<file path="src/rtl/axis_frame_reader.sv">
// AXI4-Stream frame reader: streams whole frames from a 1-cycle-latency word store, start to first tvalid 3 cycles, 1 beat/cycle.
// Reads are throttled so at most 2 beats are buffered or in flight; optional pixel reversal under AXIS_READER_PIXEL_SWAP_EN.

// Generic synchronous FIFO; head visible combinationally, push into a full FIFO is the caller's responsibility to avoid.
module axis_frame_reader_fifo #(
    parameter int WIDTH = 8,
    parameter int DEPTH = 2
) (
    input  logic                           clk,
    input  logic                           rst,
    input  logic                           push,
    input  logic [WIDTH-1:0]               din,
    input  logic                           pop,
    output logic [WIDTH-1:0]               dout,
    output logic [$clog2(DEPTH+1)-1:0]     count
);
    localparam int PTR_BITS = (DEPTH > 1) ? $clog2(DEPTH) : 1;
    localparam int CNT_BITS = $clog2(DEPTH + 1);

    logic [WIDTH-1:0]    entries [DEPTH];
    logic [PTR_BITS-1:0] rd_ptr;
    logic [PTR_BITS-1:0] wr_ptr;
    logic                do_pop;

    assign do_pop = pop && (count != '0);
    assign dout   = entries[rd_ptr];

    always_ff @(posedge clk or posedge rst) begin
        if (rst) begin
            rd_ptr <= '0;
            wr_ptr <= '0;
            count  <= '0;
            for (int i = 0; i < DEPTH; i++) begin
                entries[i] <= '0;
            end
        end else begin
            if (push) begin
                entries[wr_ptr] <= din;
                wr_ptr <= (wr_ptr == PTR_BITS'(DEPTH - 1)) ? '0 : wr_ptr + PTR_BITS'(1);
            end
            if (do_pop) begin
                rd_ptr <= (rd_ptr == PTR_BITS'(DEPTH - 1)) ? '0 : rd_ptr + PTR_BITS'(1);
            end
            case ({push, do_pop})
                2'b10:   count <= count + CNT_BITS'(1);
                2'b01:   count <= count - CNT_BITS'(1);
                default: count <= count;
            endcase
        end
    end
endmodule

module axis_frame_reader #(
    parameter int PIXEL_WIDTH     = 8,
    parameter int PIXELS_PER_BEAT = 16,
    parameter int IMAGE_DIM       = 512,
    parameter int N_IMAGES        = 50,
    parameter int WORD_WIDTH      = PIXEL_WIDTH * PIXELS_PER_BEAT,
    parameter int WORDS_PER_IMAGE = IMAGE_DIM * IMAGE_DIM / PIXELS_PER_BEAT,
    parameter int MEM_BITS        = $clog2(N_IMAGES * WORDS_PER_IMAGE)
) (
    input  logic                  s_axis_aclk,
    input  logic                  s_axis_areset,
    input  logic                  start,
    input  logic [15:0]           first_frame,
    input  logic [15:0]           num_frames,
    output logic                  mem_rd_en,
    output logic [MEM_BITS-1:0]   mem_rd_addr,
    input  logic [WORD_WIDTH-1:0] mem_rd_data,
    output logic [WORD_WIDTH-1:0] m_axis_tdata,
    output logic                  m_axis_tvalid,
    input  logic                  m_axis_tready,
    output logic                  m_axis_tlast,
    output logic                  busy,
    output logic                  done
);
    localparam int                   BEAT_BITS = (WORDS_PER_IMAGE > 1) ? $clog2(WORDS_PER_IMAGE) : 1;
    localparam logic [63:0]          WPI64     = 64'(WORDS_PER_IMAGE);
    localparam logic [BEAT_BITS-1:0] LAST_BEAT = BEAT_BITS'(WORDS_PER_IMAGE - 1);

    typedef enum logic [1:0] {S_IDLE, S_FETCH, S_DRAIN, S_FIN} state_t;

    state_t                state;
    state_t                state_nxt;
    logic [15:0]           first_q;
    logic [15:0]           num_q;
    logic [15:0]           frame_cnt;
    logic [BEAT_BITS-1:0]  beat_cnt;
    logic                  rd_inflight;
    logic                  rd_inflight_last;
    logic [1:0]            occupancy;
    logic                  pop;
    logic                  start_ok;
    logic                  last_beat;
    logic                  final_issue;
    logic                  issue_ok;
    logic [2:0]            committed;
    logic [WORD_WIDTH-1:0] capture_word;
    logic [WORD_WIDTH:0]   fifo_dout;

    assign start_ok    = (state == S_IDLE) && start;
    assign pop         = m_axis_tvalid && m_axis_tready;
    // A pop this cycle frees its slot before the new read's data can land, keeping 1 beat/cycle.
    assign committed   = {1'b0, occupancy} + {2'b00, rd_inflight} - {2'b00, pop};
    assign issue_ok    = committed < 3'd2;
    assign last_beat   = beat_cnt == LAST_BEAT;
    assign final_issue = mem_rd_en && last_beat && (frame_cnt == num_q - 16'd1);
    assign mem_rd_addr = MEM_BITS'((64'(first_q) + 64'(frame_cnt)) * WPI64 + 64'(beat_cnt));

    always_ff @(posedge s_axis_aclk or posedge s_axis_areset) begin
        if (s_axis_areset) begin
            state <= S_IDLE;
        end else begin
            state <= state_nxt;
        end
    end

    always_comb begin
        state_nxt = state;
        case (state)
            S_IDLE: begin
                if (start) begin
                    state_nxt = (num_frames == 16'd0) ? S_FIN : S_FETCH;
                end
            end
            S_FETCH: begin
                if (final_issue) begin
                    state_nxt = S_DRAIN;
                end
            end
            S_DRAIN: begin
                // Finish as the last beat leaves so done lands the cycle after its handshake.
                if (!rd_inflight && ((occupancy == 2'd0) || (occupancy == 2'd1 && pop))) begin
                    state_nxt = S_FIN;
                end
            end
            S_FIN:   state_nxt = S_IDLE;
            default: state_nxt = S_IDLE;
        endcase
    end

    always_comb begin
        mem_rd_en = (state == S_FETCH) && issue_ok;
        done      = (state == S_FIN);
        busy      = (state != S_IDLE) || start_ok;
    end

    always_ff @(posedge s_axis_aclk or posedge s_axis_areset) begin
        if (s_axis_areset) begin
            first_q   <= '0;
            num_q     <= '0;
            frame_cnt <= '0;
            beat_cnt  <= '0;
        end else if (start_ok) begin
            first_q   <= first_frame;
            num_q     <= num_frames;
            frame_cnt <= '0;
            beat_cnt  <= '0;
        end else if (mem_rd_en) begin
            if (last_beat) begin
                beat_cnt  <= '0;
                frame_cnt <= frame_cnt + 16'd1;
            end else begin
                beat_cnt  <= beat_cnt + BEAT_BITS'(1);
            end
        end
    end

    // tlast rides alongside the read so it stays aligned with its data word.
    always_ff @(posedge s_axis_aclk or posedge s_axis_areset) begin
        if (s_axis_areset) begin
            rd_inflight      <= 1'b0;
            rd_inflight_last <= 1'b0;
        end else begin
            rd_inflight      <= mem_rd_en;
            rd_inflight_last <= mem_rd_en && last_beat;
        end
    end

`ifdef AXIS_READER_PIXEL_SWAP_EN
    always_comb begin
        capture_word = '0;
        for (int j = 0; j < PIXELS_PER_BEAT; j++) begin
            capture_word[j*PIXEL_WIDTH +: PIXEL_WIDTH] =
                mem_rd_data[(PIXELS_PER_BEAT-1-j)*PIXEL_WIDTH +: PIXEL_WIDTH];
        end
    end
`else
    assign capture_word = mem_rd_data;
`endif

    axis_frame_reader_fifo #(
        .WIDTH (WORD_WIDTH + 1),
        .DEPTH (2)
    ) u_out_fifo (
        .clk   (s_axis_aclk),
        .rst   (s_axis_areset),
        .push  (rd_inflight),
        .din   ({rd_inflight_last, capture_word}),
        .pop   (pop),
        .dout  (fifo_dout),
        .count (occupancy)
    );

    assign m_axis_tvalid = occupancy != 2'd0;
    assign m_axis_tlast  = fifo_dout[WORD_WIDTH];
    assign m_axis_tdata  = fifo_dout[WORD_WIDTH-1:0];
endmodule
</file>
<file path="config.mk">
export PLATFORM = sky130hd
export DESIGN_NAME = axis_frame_reader
export DESIGN_NICKNAME = d
export VERILOG_FILES = /design/src/rtl/axis_frame_reader.sv
export SDC_FILE = /design/constraint.sdc
export NUM_CORES = 1
export LEC_CHECK = 0
export CORE_AREA = 2 2 207 148
export DETAILED_ROUTE_END_ITERATION = 16
export DIE_AREA = 0 0 209 150
export PLACE_DENSITY = 0.83
export REMOVE_ABC_BUFFERS = 1
export SLEW_MARGIN = 20
export SYNTH_ARGS = -nofsm -noshare
export SYNTH_HDL_FRONTEND = slang
export SYNTH_SLANG_ARGS = --single-unit
</file>
<file path="constraint.sdc">
create_clock -name s_axis_aclk -period 13.7 [get_ports s_axis_aclk]
set_input_delay 1.37 -clock s_axis_aclk [delete_from_list [all_inputs] [get_ports s_axis_aclk]]
set_output_delay 1.37 -clock s_axis_aclk [all_outputs]
set_load 0.02 [all_outputs]
</file>
==> summary.txt, run 1 <==
Drt
  • DRT Pass-1 Iters: 5
  • Avg WL per Cell: 18.88 um
  • 1st-iter DRT viols: 503
  • Vias: 9,409
  • DRC: 0
  • Drt total wl: 33,610 um
  • Detail Route Antenna Nets: 0
  • DR vias/cell: 5.286

Critical path
  • R2r setup slk: 9510 ps
  • Reg2reg start: u_out_fifo.count[0]$_DFFE_PP0P_
  • Setup crit end kind: output port
  • Worst R2R End: frame_cnt[15]$_DFFE_PP0P_
  • Worst Path Required: 12,330 ps
  • Worst reg2reg path depth: 13
  • Setup crit start kind: input pin
  • Worst path arrival time: 4350 ps
  • CP max FO: 6
  • Setup crit start: m_axis_tready
  • Critical path class: in -> out

Timing
  • Clock Skew: 17.09 ps
  • Unrepaired setup endpoints after global routing: false
  • Slew HR: 0.2910
  • # setup viols final: 0
  • Max Clk Rate: 0.1747 GHz
  • Clock period minus worst slack: 5724 ps
  • Final Hold Viols: 0
  • Setup TNS: 0 ps
  • Fin crit share: 0.4178
  • Slew Limit Fails: 0
  • Slew @ Worst Pin: 1064 ps

Placed design
  • DP Area: 17,910 um2
  • Post-DP HPWL: 22,720 um
  • GPL Wtd Cong: 0.7787
  • IO buf count: 306

Clock tree
  • Cts repair resizes: 0
  • Latest clock arrival within the worst-skew pair: 520 ps
  • CTS Hold Buffers Added: 0
  • Clock root buffer: clkbuf_16
  • Clock slew seen by the registers of the worst setup and hold paths: 60 ps
  • CTS tree: built
  • Number of CTS-inserted buffers: 34
  • Total clock sinks: 318
  • Setup repair bufs after CTS: 0
  • Max clock buf depth: 3
  • H-tree levels: 2

Power and ir drop
  • Worst ir drop on vdd: 173.3 uV
  • Pleak: 8.023 nW
  • PD cells: 251.3 nW/um2

Cells and area
  • Antenna fix cells: 0
  • Final nets: 1,556
  • Final Cell Area: 18,940 um2
  • Area grow syn2layout: 30.84%
  • Layout cells sized above 1: 0.3240

Worst hold path
  • Hold wc startpoint: first_q[4]$_DFFE_PP0P_
  • Worst Hold Path EP: first_q[4]$_DFFE_PP0P_
  • Hold crit path type: reg -> reg
  • Hold Crit Depth: 2

GRT
  • Largest net degree at the start of global routing: 91
  • Antenna violations before repair: 0
  • Total global-route track usage: 0.2132
  • Grt ovf: 0
  • Vias in the first global route: 10,060
  • First-pass GRT wire length: 53,230 um

Floorplanning
  • Die Ht: 150 um
  • Core area: 29,510 um2
  • Row count: 53
  • Initial core utilization: 0.4906
  • IO Count: 317
  • DIE AREA: 31,350 um2
  • Die outline width: 209 um

Logic synthesis
  • Post-synth top cells: 387 x mux2_2, 318 x dfrtp_1, 73 x nand2_1, 44 x clkbuf_1, 39 x nor2_1
  • Asr flop ratio synth: 1.000
  • Netlist cell types: 48
  • Post-Syn Area per Cell: 13.48 um2
  • Most numerous cell in the Yosys netlist: mux2_2
  • Synth Area in Adders: 0.01746
  • Synth top area share: 0.5496
  • Register area share after synthesis: 0.5496
  • Number of synthesized flops with an enable pin: 0
  • Cells after Synth: 1,074
  • Top FF cell, synth: dfrtp_1
  • FF+latch count, synth: 318
  • Synth area leader: dfrtp_1
  • Compound-Gate Fraction of Synth Area: 0.01607
  • Mapped Area: 14,480 um2
  • Largest family of logic cells by synthesized area: multiplexers
  • Post-Synth XOR/XNOR Area: 0.03327
  • Simple-gate portion of the synthesized area: 0.06050
  • Yosys warns: 0
  • Synth area leaders: dfrtp_1 55%, mux2_2 30%, xor2_1 1.9%, nand2_1 1.9%, ha_1 1.5%
  • Mux cell area share after synthesis: 0.3031

Flow run
  • Max-cap violations: 0

Status
  • Status: complete, no violations
final cells by class:
type	instances	area (um2)
multi-input cells	681	6246
fillers	2157	10570
inverters	23	93.84
clock inverters	6	40.04
repair buffers	315	3131
flip-flops and latches	318	7961
well taps	385	481.7
clock buffers	52	989.7
how the worst max path moves through the flow:
stage	slack (ps)	end	depth (start not counted)
global route	7840	mem_rd_en	9
floorplan	3530	beat_cnt[0]$_DFFE_PP0P_	1
detailed placement	7990	mem_rd_en	9
CTS	7970	mem_rd_en	9
finish	7980	mem_rd_en	9
global placement	8050	mem_rd_en	9
power breakdown:
part | total, mW | internal, mW | switching (mW)
Clock | 0.859 | 0.498 | 0.361
Sequential | 1.65 | 1.37 | 0.277
Combinational | 2.25 | 1.24 | 1.01
Total | 4.76 | 3.11 | 1.65
routing by layer:
metal,GRT usage,routed length (um),up-vias
met3,0.06254,2488,62
met5,0,0,-
li1,-,-,4353
met4,0.06679,810,0
met1,0.2879,14930,4716
met2,0.3337,15380,278
layout by cell type (no fill, tap or decap), types with 3 or more instances in the layout:
master | netlist | final
mux2_2 | 387 | 387
dfrtp_1 | 318 | 317
clkdlybuf4s50_1 | 0 | 306
nand2_1 | 73 | 72
nor2_1 | 39 | 38
clkbuf_16 | 0 | 35
xor2_1 | 32 | 32
xnor2_1 | 23 | 23
inv_1 | 23 | 22
ha_1 | 17 | 17
nand3_1 | 14 | 14
nand4_1 | 13 | 13
a21oi_1 | 12 | 12
clkbuf_1 | 44 | 12
buf_4 | 0 | 9
o21ai_0 | 8 | 8
and3_1 | 7 | 7
nor4_1 | 7 | 7
clkbuf_8 | 0 | 5
nand2b_1 | 4 | 4
a21o_1 | 3 | 3
and2_1 | 3 | 3
nor3_1 | 3 | 3
nand3b_1 | 3 | 3
mux2i_1 | 3 | 3
clkinv_2 | 0 | 3
cells by family (layout without fill, tap and decap cells):
kind of cell,after synthesis,in the layout
muxes,390,390
and+or+nand+nor,180,180
buffers and inverters,75,396
AOI/OAI and AO/OA,37,37
xor gates and xnor gates,55,55
DFF,318,318
adders and majority gates,19,19
through the flow:
stage / power, mW / utilization / std cells / hold slack, ps / setup slack (ps)
final: 4.761 / 0.6419 / 1780 / 487.5 / 7976
after global routing: 5.030 / 0.6419 / 1780 / 509.5 / 7843
after CTS: 4.810 / 0.6419 / 1780 / 495.4 / 7968
after detailed placement: 3.917 / 0.6070 / 1722 / 476.2 / 7987
after global placement: 3.840 / 0.6070 / 1722 / 468.0 / 8054
after floorplan: 3.019 / - / 1022 / 452.3 / 3530
flip-flops by register name (all words and copies together) (netlist names), 2 cells and up:
signal	cells
u_out_fifo.entries	258
frame_cnt	16
num_q	16
beat_cnt	14
first_q	6
state	2
u_out_fifo.count	2
critical path, cell delays in order:
cell,delay (ps)
clkdlybuf4s50_1,470
nor2b_1,270
ha_1,290
nor2_1,130
fa_1,430
nand2b_1,160
or2_2,380
inv_1,200
clkdlybuf4s50_1,660
No activity file was read; power rests on OpenSTA's default activity.
==> run 2, diff against run 1 <==
--- a/config.mk
+++ b/config.mk
@@ -5,10 +5,10 @@
 export SDC_FILE = /design/constraint.sdc
 export NUM_CORES = 1
 export LEC_CHECK = 0
-export CORE_AREA = 2 2 207 148
+export CORE_AREA = 2 2 216 154
 export DETAILED_ROUTE_END_ITERATION = 16
-export DIE_AREA = 0 0 209 150
-export PLACE_DENSITY = 0.83
+export DIE_AREA = 0 0 218 156
+export PLACE_DENSITY = 0.81
 export REMOVE_ABC_BUFFERS = 1
 export SLEW_MARGIN = 20
 export SYNTH_ARGS = -nofsm -noshare
==> constraint.sdc (replaced) <==
create_clock -name s_axis_aclk -period 4.9 [get_ports s_axis_aclk]
set_input_delay 0.49 -clock s_axis_aclk [delete_from_list [all_inputs] [get_ports s_axis_aclk]]
set_output_delay 0.49 -clock s_axis_aclk [all_outputs]
set_load 0.02 [all_outputs]
==> run 2 against run 1 <==
Cell area up 1.0%. Register-to-register slack worse by 8300 ps. Worst setup slack worse by 7300 ps. Clock-buffer cell count is 1 lower. Highest routed layer unchanged. Clock skew increased by 3.2 ps. Sequential share of layout area fell by 0.42 points. First-iteration DRC count increased by 11%. Non-clock buffer count rose by 2. Critical path depth up 1. Wire length is 2.8% higher. Critical path type is now reg -> out. Clock power grew to 2.9 times the previous value.
==> summary.txt, run 2 (synthesized netlist as in run 1, its figures left out) <==
GRT
  • Vias in the first global route: 10,050
  • First-pass GRT wire length: 54,450 um
  • Grt ovf: 0
  • Largest net degree at the start of global routing: 155
  • Antenna violations before repair: 0
  • Total global-route track usage: 0.2008

Timing
  • Setup TNS: 0 ps
  • Fin crit share: 0.8522
  • Slew HR: 0.3681
  • Slew Limit Fails: 0
  • # setup viols final: 0
  • WHS: 483.8 ps
  • Clock period minus worst slack: 4176 ps
  • Clock Skew: 20.30 ps
  • Final Hold Viols: 0
  • PnR worst setup slack: 724.3 ps
  • Slew @ Worst Pin: 947.8 ps
  • Unrepaired setup endpoints after global routing: false
  • Max Clk Rate: 0.2395 GHz

Cells and area
  • Commonest non-fill, non-tap cell in the layout: mux2_2
  • Layout Utilization: 0.5993
  • Layout cells sized above 1: 0.3295
  • Final Cell Area: 19,130 um2
  • Area grow syn2layout: 32.17%
  • Commonest cells after routing, fill and taps aside: 387 x mux2_2, 317 x dfrtp_1, 306 x clkdlybuf4s50_1, 72 x nand2_1, 38 x nor2_1
  • Final Non-Filler Cells: 1,826
  • Top reg by flops: u_out_fifo.entries
  • Largest regs: u_out_fifo.entries: 258 flops, frame_cnt: 16 flops, num_q: 16 flops
  • Antenna fix cells: 0
  • Final nets: 1,558
  • Max reg flops: 258

Worst hold path
  • Hold crit path type: reg -> reg

Critical path
  • Setup crit end kind: output port
  • Critical path class: reg -> out
  • Slowest CP cell: clkdlybuf4s50_1
  • CP max FO: 6
  • CP Cell Sequence: inv_1, ha_1, nor2b_1, ha_1, nor2_1, fa_1, nand2b_1, or2_2, inv_1, clkdlybuf4s50_1
  • CP delay by family, top: buffers and inverters
  • Max incr delay on CP: 650 ps
  • Worst path arrival time: 3690 ps
  • Worst Path Required: 4410 ps
  • Setup crit start kind: register
  • Buf+Inv Stages, Crit Path: 3

Power and ir drop
  • Worst ir drop on vdd: 546.0 uV
  • PD cells: 704.8 nW/um2
  • Pleak: 8.096 nW
  • Power, Total: 13.49 mW

Placed design
  • Cell count after placement: 1,766
  • GPL Wtd Cong: 0.8540
  • IO buf count: 306
  • Post-DP HPWL: 23,120 um
  • Pre-CTS WS: 900.9 ps
  • DP Area: 18,020 um2

Clock tree
  • Clock root buffer: clkbuf_16
  • H-tree levels: 2
  • Latest clock arrival within the worst-skew pair: 510 ps
  • Clock slew seen by the registers of the worst setup and hold paths: 60 ps
  • Number of CTS-inserted buffers: 34
  • CTS Hold Buffers Added: 0
  • Setup repair bufs after CTS: 0
  • Total clock sinks: 318
  • Max clock buf depth: 3
  • CTS tree: built
  • Cts repair resizes: 0

Drt
  • Drt total wl: 34,550 um
  • DRC: 0
  • Vias: 9,477
  • Detail Route Antenna Nets: 0
  • DR vias/cell: 5.190
  • Avg WL per Cell: 18.92 um
  • 1st-iter DRT viols: 560
  • DRT Pass-1 Iters: 4

Floorplanning
  • Core area: 31,930 um2
  • Die Ht: 156 um
  • DIE AREA: 34,010 um2
  • Die outline width: 218 um
  • Row count: 55
  • Initial core utilization: 0.4534
  • IO Count: 317

Flow run
  • Max-cap violations: 0

Status
  • Status: complete, no violations
[run 2: metal layers]
layer	routed length [um]	up-vias	global-route usage
li1	-	4375	-
met1	16010	4806	0.2874
met2	15550	256	0.3040
met3	2423	40	0.05517
met4	562	0	0.04665
met5	0	-	0
[run 2: where the power goes]
group          switching [mW]  total (mW)  internal (mW)
registers               0.715        4.55           3.84
logic                    2.93        6.41           3.48
clock network            1.02        2.53           1.50
total                    4.66        13.5           8.83
[run 2: final timing paths]
kind | endpoint | from | cells after the start | slack [ps]
setup reg to reg | frame_cnt[7]$_DFFE_PP0P_ | u_out_fifo.count[0]$_DFFE_PP0P_ | 12 | 1210
hold reg to reg | first_q[0]$_DFFE_PP0P_ | first_q[0]$_DFFE_PP0P_ | 2 | 480
min in group asynchronous | u_out_fifo.entries[10]$_DFFE_PP0P_ | s_axis_areset | 2 | 510
hold / removal | first_q[0]$_DFFE_PP0P_ | first_q[0]$_DFFE_PP0P_ | 2 | 480
setup / recovery | mem_rd_en | u_out_fifo.count[0]$_DFFE_PP0P_ | 10 | 720
max in group asynchronous | u_out_fifo.entries[141]$_DFFE_PP0P_ | s_axis_areset | 3 | 3200
[run 2: worst register-to-register path: cells and delay by family (launching register included)]
family / cells / cell delay [ps]
flops: 1 / 390
buf+inv: 1 / 80
compound gates: 1 / 150
fa+ha+maj: 3 / 920
simple gates: 7 / 2070
[run 2: final cells by class]
| type | count | area, um2 |
|---|---|---|
| Multi-Input combinational cell | 681 | 6246 |
| Tap cell | 427 | 534.3 |
| Inverter | 23 | 98.84 |
| Clock inverter | 9 | 85.08 |
| Timing Repair Buffer | 317 | 3183 |
| Sequential cell | 318 | 7961 |
| Fill cell | 2465 | 12800 |
| Clock buffer | 51 | 1026 |
